$ cat src/rtl/inst_queue_pkg.sv
// Shared definitions for the instruction queue: instruction field positions,
// the NOP encoding and the {pc, inst} entry layout.
package inst_queue_pkg;

  localparam int XLEN     = 32;

  localparam int OPC_HI   = 31;
  localparam int OPC_LO   = 26;
  localparam int IMM16_HI = 15;
  localparam int IMM16_LO = 0;
  localparam int JMP_HI   = 25;
  localparam int JMP_LO   = 0;

  localparam logic [XLEN-1:0] NOP_INST = 32'h0000_0000;

  typedef struct packed {
    logic [XLEN-1:0] pc;
    logic [XLEN-1:0] inst;
  } entry_t;

  // An empty queue must present zeros rather than whatever is left in storage.
  function automatic logic [XLEN-1:0] mask_head(input logic vld, input logic [XLEN-1:0] val);
    logic [XLEN-1:0] res;
    if (vld) begin
      res = val;
    end else begin
      res = NOP_INST;
    end
    return res;
  endfunction

endpackage

$ cat src/rtl/inst_queue_ptr_counter.sv
// Wrap-around pointer for the instruction queue. The width is log2(DEPTH)
// bits, so the natural overflow of the counter gives the modulo-DEPTH wrap.
module ptr_counter #(
  parameter int PW = 2
) (
  input  logic          clk_i,
  input  logic          rst_ni,
  input  logic          clr_i,
  input  logic          en_i,
  output logic [PW-1:0] ptr_o
);

  logic [PW-1:0] ptr_q;
  logic [PW-1:0] ptr_d;

  // Next pointer: a clear overrides any increment in the same cycle.
  always_comb begin
    ptr_d = ptr_q;
    if (clr_i) begin
      ptr_d = '0;
    end else if (en_i) begin
      ptr_d = ptr_q + PW'(1);
    end else begin
      ptr_d = ptr_q;
    end
  end

  // Pointer register.
  always_ff @(posedge clk_i or negedge rst_ni) begin
    if (!rst_ni) begin
      ptr_q <= '0;
    end else begin
      ptr_q <= ptr_d;
    end
  end

  assign ptr_o = ptr_q;

endmodule

$ cat src/rtl/inst_queue.sv
// Instruction queue between instruction memory and decode: buffers fetched
// {pc, inst} pairs, splits the head into decode fields and flushes on redirect.
module inst_queue
  import inst_queue_pkg::*;
#(
  parameter int DEPTH = 4,
  parameter int W     = 32
) (
  input  logic                   clk,
  input  logic                   reset,
  input  logic                   flush,
  input  logic                   in_valid,
  input  logic [W-1:0]           in_pc,
  input  logic [W-1:0]           in_inst,
  output logic                   in_ready,
  output logic                   out_valid,
  input  logic                   out_ready,
  output logic [W-1:0]           out_pc,
  output logic [W-1:0]           out_inst,
  output logic [5:0]             out_opcode,
  output logic [15:0]            out_imm16,
  output logic [25:0]            out_jmp_imm26,
  output logic [$clog2(DEPTH):0] count
);

  localparam int PW = $clog2(DEPTH);
  localparam int CW = PW + 1;
  localparam logic [CW-1:0] FULL_C = CW'(DEPTH);

  logic [PW-1:0] wr_ptr;
  logic [PW-1:0] rd_ptr;
  logic [CW-1:0] count_q;
  logic [CW-1:0] count_d;
  logic          push;
  logic          pop;
  entry_t        mem_q [DEPTH];
  entry_t        head;

  // Ready/valid look only at the registered count, so no input reaches them combinationally.
  assign in_ready  = (count_q != FULL_C);
  assign out_valid = (count_q != CW'(0));
  assign push      = in_valid & in_ready;
  assign pop       = out_valid & out_ready;

  ptr_counter #(.PW(PW)) u_wr_ptr (
    .clk_i  (clk),
    .rst_ni (reset),
    .clr_i  (flush),
    .en_i   (push),
    .ptr_o  (wr_ptr)
  );

  ptr_counter #(.PW(PW)) u_rd_ptr (
    .clk_i  (clk),
    .rst_ni (reset),
    .clr_i  (flush),
    .en_i   (pop),
    .ptr_o  (rd_ptr)
  );

  // Occupancy next state: flush wins, a simultaneous push and pop cancel.
  always_comb begin
    count_d = count_q;
    if (flush) begin
      count_d = '0;
    end else if (push && !pop) begin
      count_d = count_q + CW'(1);
    end else if (pop && !push) begin
      count_d = count_q - CW'(1);
    end else begin
      count_d = count_q;
    end
  end

  // Occupancy register.
  always_ff @(posedge clk or negedge reset) begin
    if (!reset) begin
      count_q <= '0;
    end else begin
      count_q <= count_d;
    end
  end

  // Storage is deliberately left out of reset and flush; output masking hides stale data.
  always_ff @(posedge clk) begin
    if (push && !flush) begin
      mem_q[wr_ptr] <= '{pc: in_pc, inst: in_inst};
    end
  end

  // Head outputs come from registered pointer and storage only.
  always_comb begin
    head      = mem_q[rd_ptr];
    head.pc   = mask_head(out_valid, head.pc);
    head.inst = mask_head(out_valid, head.inst);
  end

  assign out_pc        = head.pc;
  assign out_inst      = head.inst;
  assign out_opcode    = out_inst[OPC_HI:OPC_LO];
  assign out_imm16     = out_inst[IMM16_HI:IMM16_LO];
  assign out_jmp_imm26 = out_inst[JMP_HI:JMP_LO];
  assign count         = count_q;

endmodule
$ cat config.mk
export PLATFORM = sky130hd
export DESIGN_NAME = inst_queue
export DESIGN_NICKNAME = d
export VERILOG_FILES = /design/src/rtl/inst_queue_pkg.sv /design/src/rtl/inst_queue_ptr_counter.sv /design/src/rtl/inst_queue.sv
export SDC_FILE = /design/constraint.sdc
export NUM_CORES = 1
export LEC_CHECK = 0
export BUFFER_PORTS_ARGS = -buffer_cell sky130_fd_sc_hd__buf_2
export CAP_MARGIN = 30
export CORE_ASPECT_RATIO = 2
export CORE_MARGIN = 2
export CORE_UTILIZATION = 29
export CTS_CLUSTER_DIAMETER = 30
export DETAILED_ROUTE_END_ITERATION = 7
export GPL_TIMING_DRIVEN = 0
export SETUP_SLACK_MARGIN = 0.3
export SLEW_MARGIN = 20
export SYNTH_ARGS = -nofsm -noshare
export SYNTH_HDL_FRONTEND = slang
export SYNTH_SLANG_ARGS = --single-unit
$ cat constraint.sdc
create_clock -name clk -period 3 [get_ports clk]
set_input_delay 0.6 -clock clk [delete_from_list [all_inputs] [get_ports clk]]
set_output_delay 0.6 -clock clk [all_outputs]
set_load 0.02 [all_outputs]
==> results of run 1 <==
[kinds of logic (layout without fill, tap and decap cells)]
group                    after synthesis  count (layout)  share of synthesized area (%)
multiplexers                          68              68                           14.0
other                                  0               4                              0
adder cells (fa/ha/maj)                5               5                          0.663
AND/OR/NAND/NOR                       86              86                           4.91
flip-flops                           263             263                           74.4
buffers and inverters                 80             349                           5.04
XOR/XNOR                               2               2                          0.166
AO/OA/AOI/OAI                         11              11                          0.781
[Yosys cell counts]
library cell | count | area (sq um)
nand3b_1 | 2 | 15.0
buf_6 | 5 | 56.3
o211a_1 | 1 | 10.0
buf_2 | 11 | 55.1
nor3_1 | 1 | 5.00
edfxtp_1 | 256 | 7690
a211oi_1 | 1 | 7.51
nand3_1 | 2 | 10.0
o31ai_1 | 1 | 7.51
a311oi_1 | 1 | 8.76
and2_1 | 68 | 425
mux2_2 | 2 | 22.5
mux2i_1 | 2 | 20.0
fa_1 | 1 | 20.0
o21ai_0 | 2 | 10.0
buf_4 | 48 | 360
and3_1 | 1 | 6.26
o311a_1 | 1 | 10.0
mux4_2 | 64 | 1440
clkbuf_2 | 1 | 5.00
nor4bb_1 | 1 | 10.0
nor3b_1 | 1 | 7.51
or3_1 | 1 | 6.26
ha_1 | 4 | 50.1
inv_1 | 6 | 22.5
clkbuf_1 | 9 | 33.8
xor2_1 | 2 | 17.5
a21oi_1 | 2 | 10.0
a21bo_2 | 1 | 10.0
dfrtp_1 | 7 | 175
nor2_1 | 9 | 33.8
o311ai_0 | 1 | 8.76
[metrics by stage]
stage	hold slack (ps)	TNS [ps]
global placement	457	-115760
detailed placement	455	0
CTS	218	0
floorplan	304	0
global route	232	0
finish	250	0
[layer usage]
| metal | global-route usage, % | part of all wire, % | up-vias |
|---|---|---|---|
| li1 | - | - | 2490 |
| met1 | 12.7 | 34 | 2903 |
| met2 | 25.7 | 59 | 143 |
| met3 | 2.22 | 4.3 | 34 |
| met4 | 4.73 | 2.2 | 4 |
| met5 | 0 | 0.098 | - |
[sequential cells by signal, summed over array words and instances (netlist names)]
name / flops
u_rd_ptr.ptr_o: 2
mem_q: 256
u_wr_ptr.ptr_o: 2
count: 3
[report_power, final]
part / internal (mW) / switching [mW] / total, mW / leakage (nW)
clock network: 2.26 / 1.50 / 3.76 / 0.504
registers: 4.23 / 0.0538 / 4.28 / 2.41
logic: 3.57 / 3.01 / 6.58 / 2.39
total: 10.1 / 4.56 / 14.6 / 5.30
[layout make-up]
cell class | count | area share (%)
tap | 450 | 3.90
antenna | 4 | 0.0694
inverter | 6 | 0.156
buffer | 74 | 5.20
multi-input combinational | 172 | 16.3
clock buffer | 34 | 5.45
clock inverter | 19 | 1.72
timing repair buffer | 216 | 12.7
sequential | 263 | 54.5
[path summary, 6_finish.rpt]
check / from / to / slack, ps
min reg2reg: u_wr_ptr.ptr_o[1] / u_wr_ptr.ptr_o[1] / 590
min: in_inst[1] / mem_q[2][1] / 250
min in group asynchronous: reset / count[0] / 400
max reg2reg: count[0] / count[2] / 470
max: u_rd_ptr.ptr_o[0] / out_jmp_imm26[5] / 140
max in group asynchronous: reset / count[1] / 2410
[worst register-to-register path, stage by stage, from the launching register on]
cell and delay [ps]:
dfrtp_1 390, buf_6 120, buf_4 150, nor3b_2 260, inv_1 130, and3_1 210
fa_1 440, a21bo_2 240, a311oi_1 300, o311a_1 210
[what timing repair did]
item,in CTS,in global routing
hold buffers,1,0
setup buffers,16,3
cloned,8,2
pin swaps,26,4
endpoints found under the hold margin,7,0
endpoints found under the setup margin,112,113
gates resized for setup,257,7
==> qor.yml, run 1 <==
drive_above_1_share_pct: 60.2
crit_arrival_ps: 2260
final_common_cell: "edfxtp_1"
min_delay_path_depth: 1
grt_pass1_wl_microns: 36400
root_buffer: "clkbuf_16"
die_w_microns: 139
post-route-period-util_pct: 95.4
wl_microns: 24500
die_area_sq_um: 38100
setup_viol: 0
nFillCells: 3282
placed_area_sq_um: 12200
grt_start_max_net_pins: 35
place_ws_ps: 160
syn-instance-count: 515
irDropWorstVdd_mv: 0.558
yosysSeqAreaShare_pct: 74.4
io_buffers: 182
tightest_slew_ps: 596
crit_path_start_kind: "register"
cp.depth: 6
dp.cells: 1151
max_slew_margin_pct: 60.3
p_per_area_nw_per_um2: 1010
setup_ws_ps: 139
cp_top_family: "buffers and inverters"
clockBufferDepth: 3
finalCriticalPeriod_ps: 2860
fmax_mhz: 349
grt_overflow: 0
drc_errors: 0
max_stage_delay_ps: 490
antenna_left: 0
grt_antenna_before_repair: 5
viasPerCell: 4.50
cts_htree_levels: 1
nNetsFinal: 837
path_cells: "buf_4 > clkbuf_16 > mux4_2 > and2_4 > buf_4 > buf_2"
path_clk_slew_ps: 60
wl_per_cell_microns: 19.8
area.growth.synth_to_final_pct: 36.5
slew_violations: 0
cp_common_cell: "buf_4"
coreArea_sq_um: 35800
numCtsBuffers: 30
clkSinkCount: 263
min_path_type: "primary input to register"
p_leak_nw: 5.30
fin_skew_ps: 18.9
clock_latency_ps: 560
end_kind: "output port"
regArea_sq_um: 7870
row_count: 98
fin_area_sq_um: 14400
drt-pass1-iter-count: 4
status: "completed"
cpMaxStageDelayCell: "mux4_2"
final_cells: 1238
ys_ff_latch: 263
finalCoreUtilization_pct: 40.3
syn_avg_cell_area_sq_um: 20.5
cts_tree: "done"
grt_pass1_vias: 6020
crit_buf_inv: 4
final_cell_mix: "256 x edfxtp_1, 120 x buf_2, 78 x buf_6"
syn_area_sq_um: 10600
path_class: "register to output port"
grt_usage_pct: 12.7
die_y_microns: 274
hold_viol_final: 0
drv_cap: 0
finalPower_mw: 14.6
vias: 5574
crit_path_max_fanout: 5
place.gp.congestion: 0.714
cp.required_ps: 2400
yosys_warnings: 0
syn_nets: 589
io_pins: 186
multi_input_area_sq_um: 2350
synth.distinct_cells: 32
detail_route.iter0.violations: 243
r2r_cells: 9
rsz0062_at_grt: "true"
start_util_pct: 29.5
dp.final_hpwl_microns: 15000
No activity file was read; power rests on OpenSTA's default activity.
==> run 2, diff against run 1 <==
CORE_UTILIZATION = 50   (was 29)
MAX_ROUTING_LAYER = met4   (was not set)
PLACE_DENSITY = 0.75   (was not set)
==> run 2 against run 1 <==
Against the previous run: non-clock buffer count is 5 higher; highest routed layer is now met4; maximum frequency is essentially flat; largest power group unchanged; via count up 1.9%.
==> qor.yml, run 2 (synthesis gave the netlist of run 1 again) <==
status: "completed"
p_leak_nw: 5.43
nNetsFinal: 842
row_count: 75
path_clk_slew_ps: 60
crit_arrival_ps: 2260
numCtsBuffers: 30
vias: 5682
clock_latency_ps: 550
drc_errors: 0
fmax_mhz: 349
post-route-period-util_pct: 95.4
die_y_microns: 210
grt_pass1_vias: 6298
top_register: "mem_q"
dp.cells: 970
slew_violations: 0
wl_per_cell_microns: 22.4
die_area_sq_um: 22400
grt_start_max_net_pins: 47
setup_viol: 0
area.growth.synth_to_final_pct: 39.0
drive_above_1_share_pct: 60.9
detail_route.iter0.violations: 348
fin_area_sq_um: 14700
final_cells: 1062
coreArea_sq_um: 20800
path_cells: "buf_6 > or3_4 > clkbuf_16 > clkbuf_16 > and2_4 > buf_6 > buf_6"
cts_htree_levels: 1
final_cell_mix: "256 x edfxtp_1, 170 x buf_6, 72 x buf_2"
irDropWorstVdd_mv: 0.629
final_common_cell: "edfxtp_1"
placed_area_sq_um: 11900
finalCriticalPeriod_ps: 2860
grt_antenna_before_repair: 1
wl_microns: 23800
antenna_left: 0
end_kind: "output port"
grt_overflow: 0
cp_common_cell: "buf_6"
viasPerCell: 5.35
crit_path_start_kind: "register"
largest_reg_flops: 256
path_class: "register to output port"
grt_pass1_wl_microns: 35300
cts_tree: "done"
min_path_type: "primary input to register"
rsz0062_at_grt: "true"
fin_skew_ps: 12.9
dp.final_hpwl_microns: 13400
drv_cap: 0
crit_path_max_fanout: 6
max_slew_margin_pct: 55.9
p_per_area_nw_per_um2: 1050
io_pins: 186
cpMaxStageDelayCell: "or3_4"
tightest_slew_ps: 661
hold_viol_final: 0
cp.required_ps: 2400
drt-pass1-iter-count: 4
nFillCells: 1292
place.gp.congestion: 0.722
clockBufferDepth: 3
start_util_pct: 50.7
root_buffer: "clkbuf_16"
grt_usage_pct: 21.7
max_stage_delay_ps: 420
clkSinkCount: 263
io_buffers: 182
die_w_microns: 107
whs_ps: 266
## run 2: cell type report
cell class | count | area (sq um) | share of cell area, %
flip-flops and latches | 263 | 7870 | 53.5
repair buffers | 221 | 2210 | 15.1
multi-input cells | 172 | 2350 | 16.0
clock inverters | 23 | 221 | 1.51
diodes | 1 | 2.50 | 0.0170
well taps | 269 | 337 | 2.29
inverters | 6 | 22.5 | 0.153
clock buffers | 33 | 783 | 5.33
plain buffers | 74 | 896 | 6.10
## run 2: power breakdown
group	switching [mW]	internal, mW	total [mW]
clock network	1.52	2.10	3.63
registers	0.0695	4.23	4.30
logic	3.22	4.28	7.51
total	4.81	10.6	15.4
## run 2: path summary, 6_finish.rpt
| check | from | cells after the start | end | slack [ps] |
|---|---|---|---|---|
| min in group asynchronous | reset | 2 | u_wr_ptr.ptr_o[1] | 450 |
| setup reg to reg | count[0] | 9 | count[2] | 480 |
| hold reg to reg | u_wr_ptr.ptr_o[0] | 2 | u_wr_ptr.ptr_o[0] | 610 |
| max in group asynchronous | reset | 2 | count[1] | 2370 |
| setup / recovery | count[0] | 7 | out_jmp_imm26[24] | 140 |
| hold / removal | in_inst[13] | 1 | mem_q[0][13] | 270 |
## run 2: critical path, delay by kind of cell (launching register included)
kind	cells	cell delay [ps]
simple gates	2	590
buf+inv	5	730
flops	1	390
## run 2: timing repair
action                                  in CTS  in global routing
buffers inserted                            14                  6
gates cloned                                 9                  5
pin swaps                                   21                 33
endpoints found under the hold margin        7                  0
hold buffers                                 1                  0
endpoints found under the setup margin     112                113
gates resized for setup                    327                 83
## run 2: through the flow
| stage | total power, mW | TNS, ps | utilization, % | setup slack, ps |
|---|---|---|---|---|
| 2_1_floorplan | 7.49 | 0 | - | 503 |
| 5_1_grt | 16.0 | 0 | 70.5 | 78.0 |
| 3_5_place_dp | 8.86 | 0 | 57.3 | 335 |
| 4_1_cts | 14.7 | 0 | 68.6 | 142 |
| 3_3_place_gp | 8.74 | -28120 | 56.7 | -127 |
| 6_report | 15.4 | 0 | 70.5 | 138 |
## run 2: per-layer routing
metal	up-vias	share of wire [%]	track usage, %
li1	2507	-	-
met1	2933	34	22.4
met2	191	59	41.1
met3	51	4.4	3.11
met4	0	2.6	7.43
met5	-	0	-
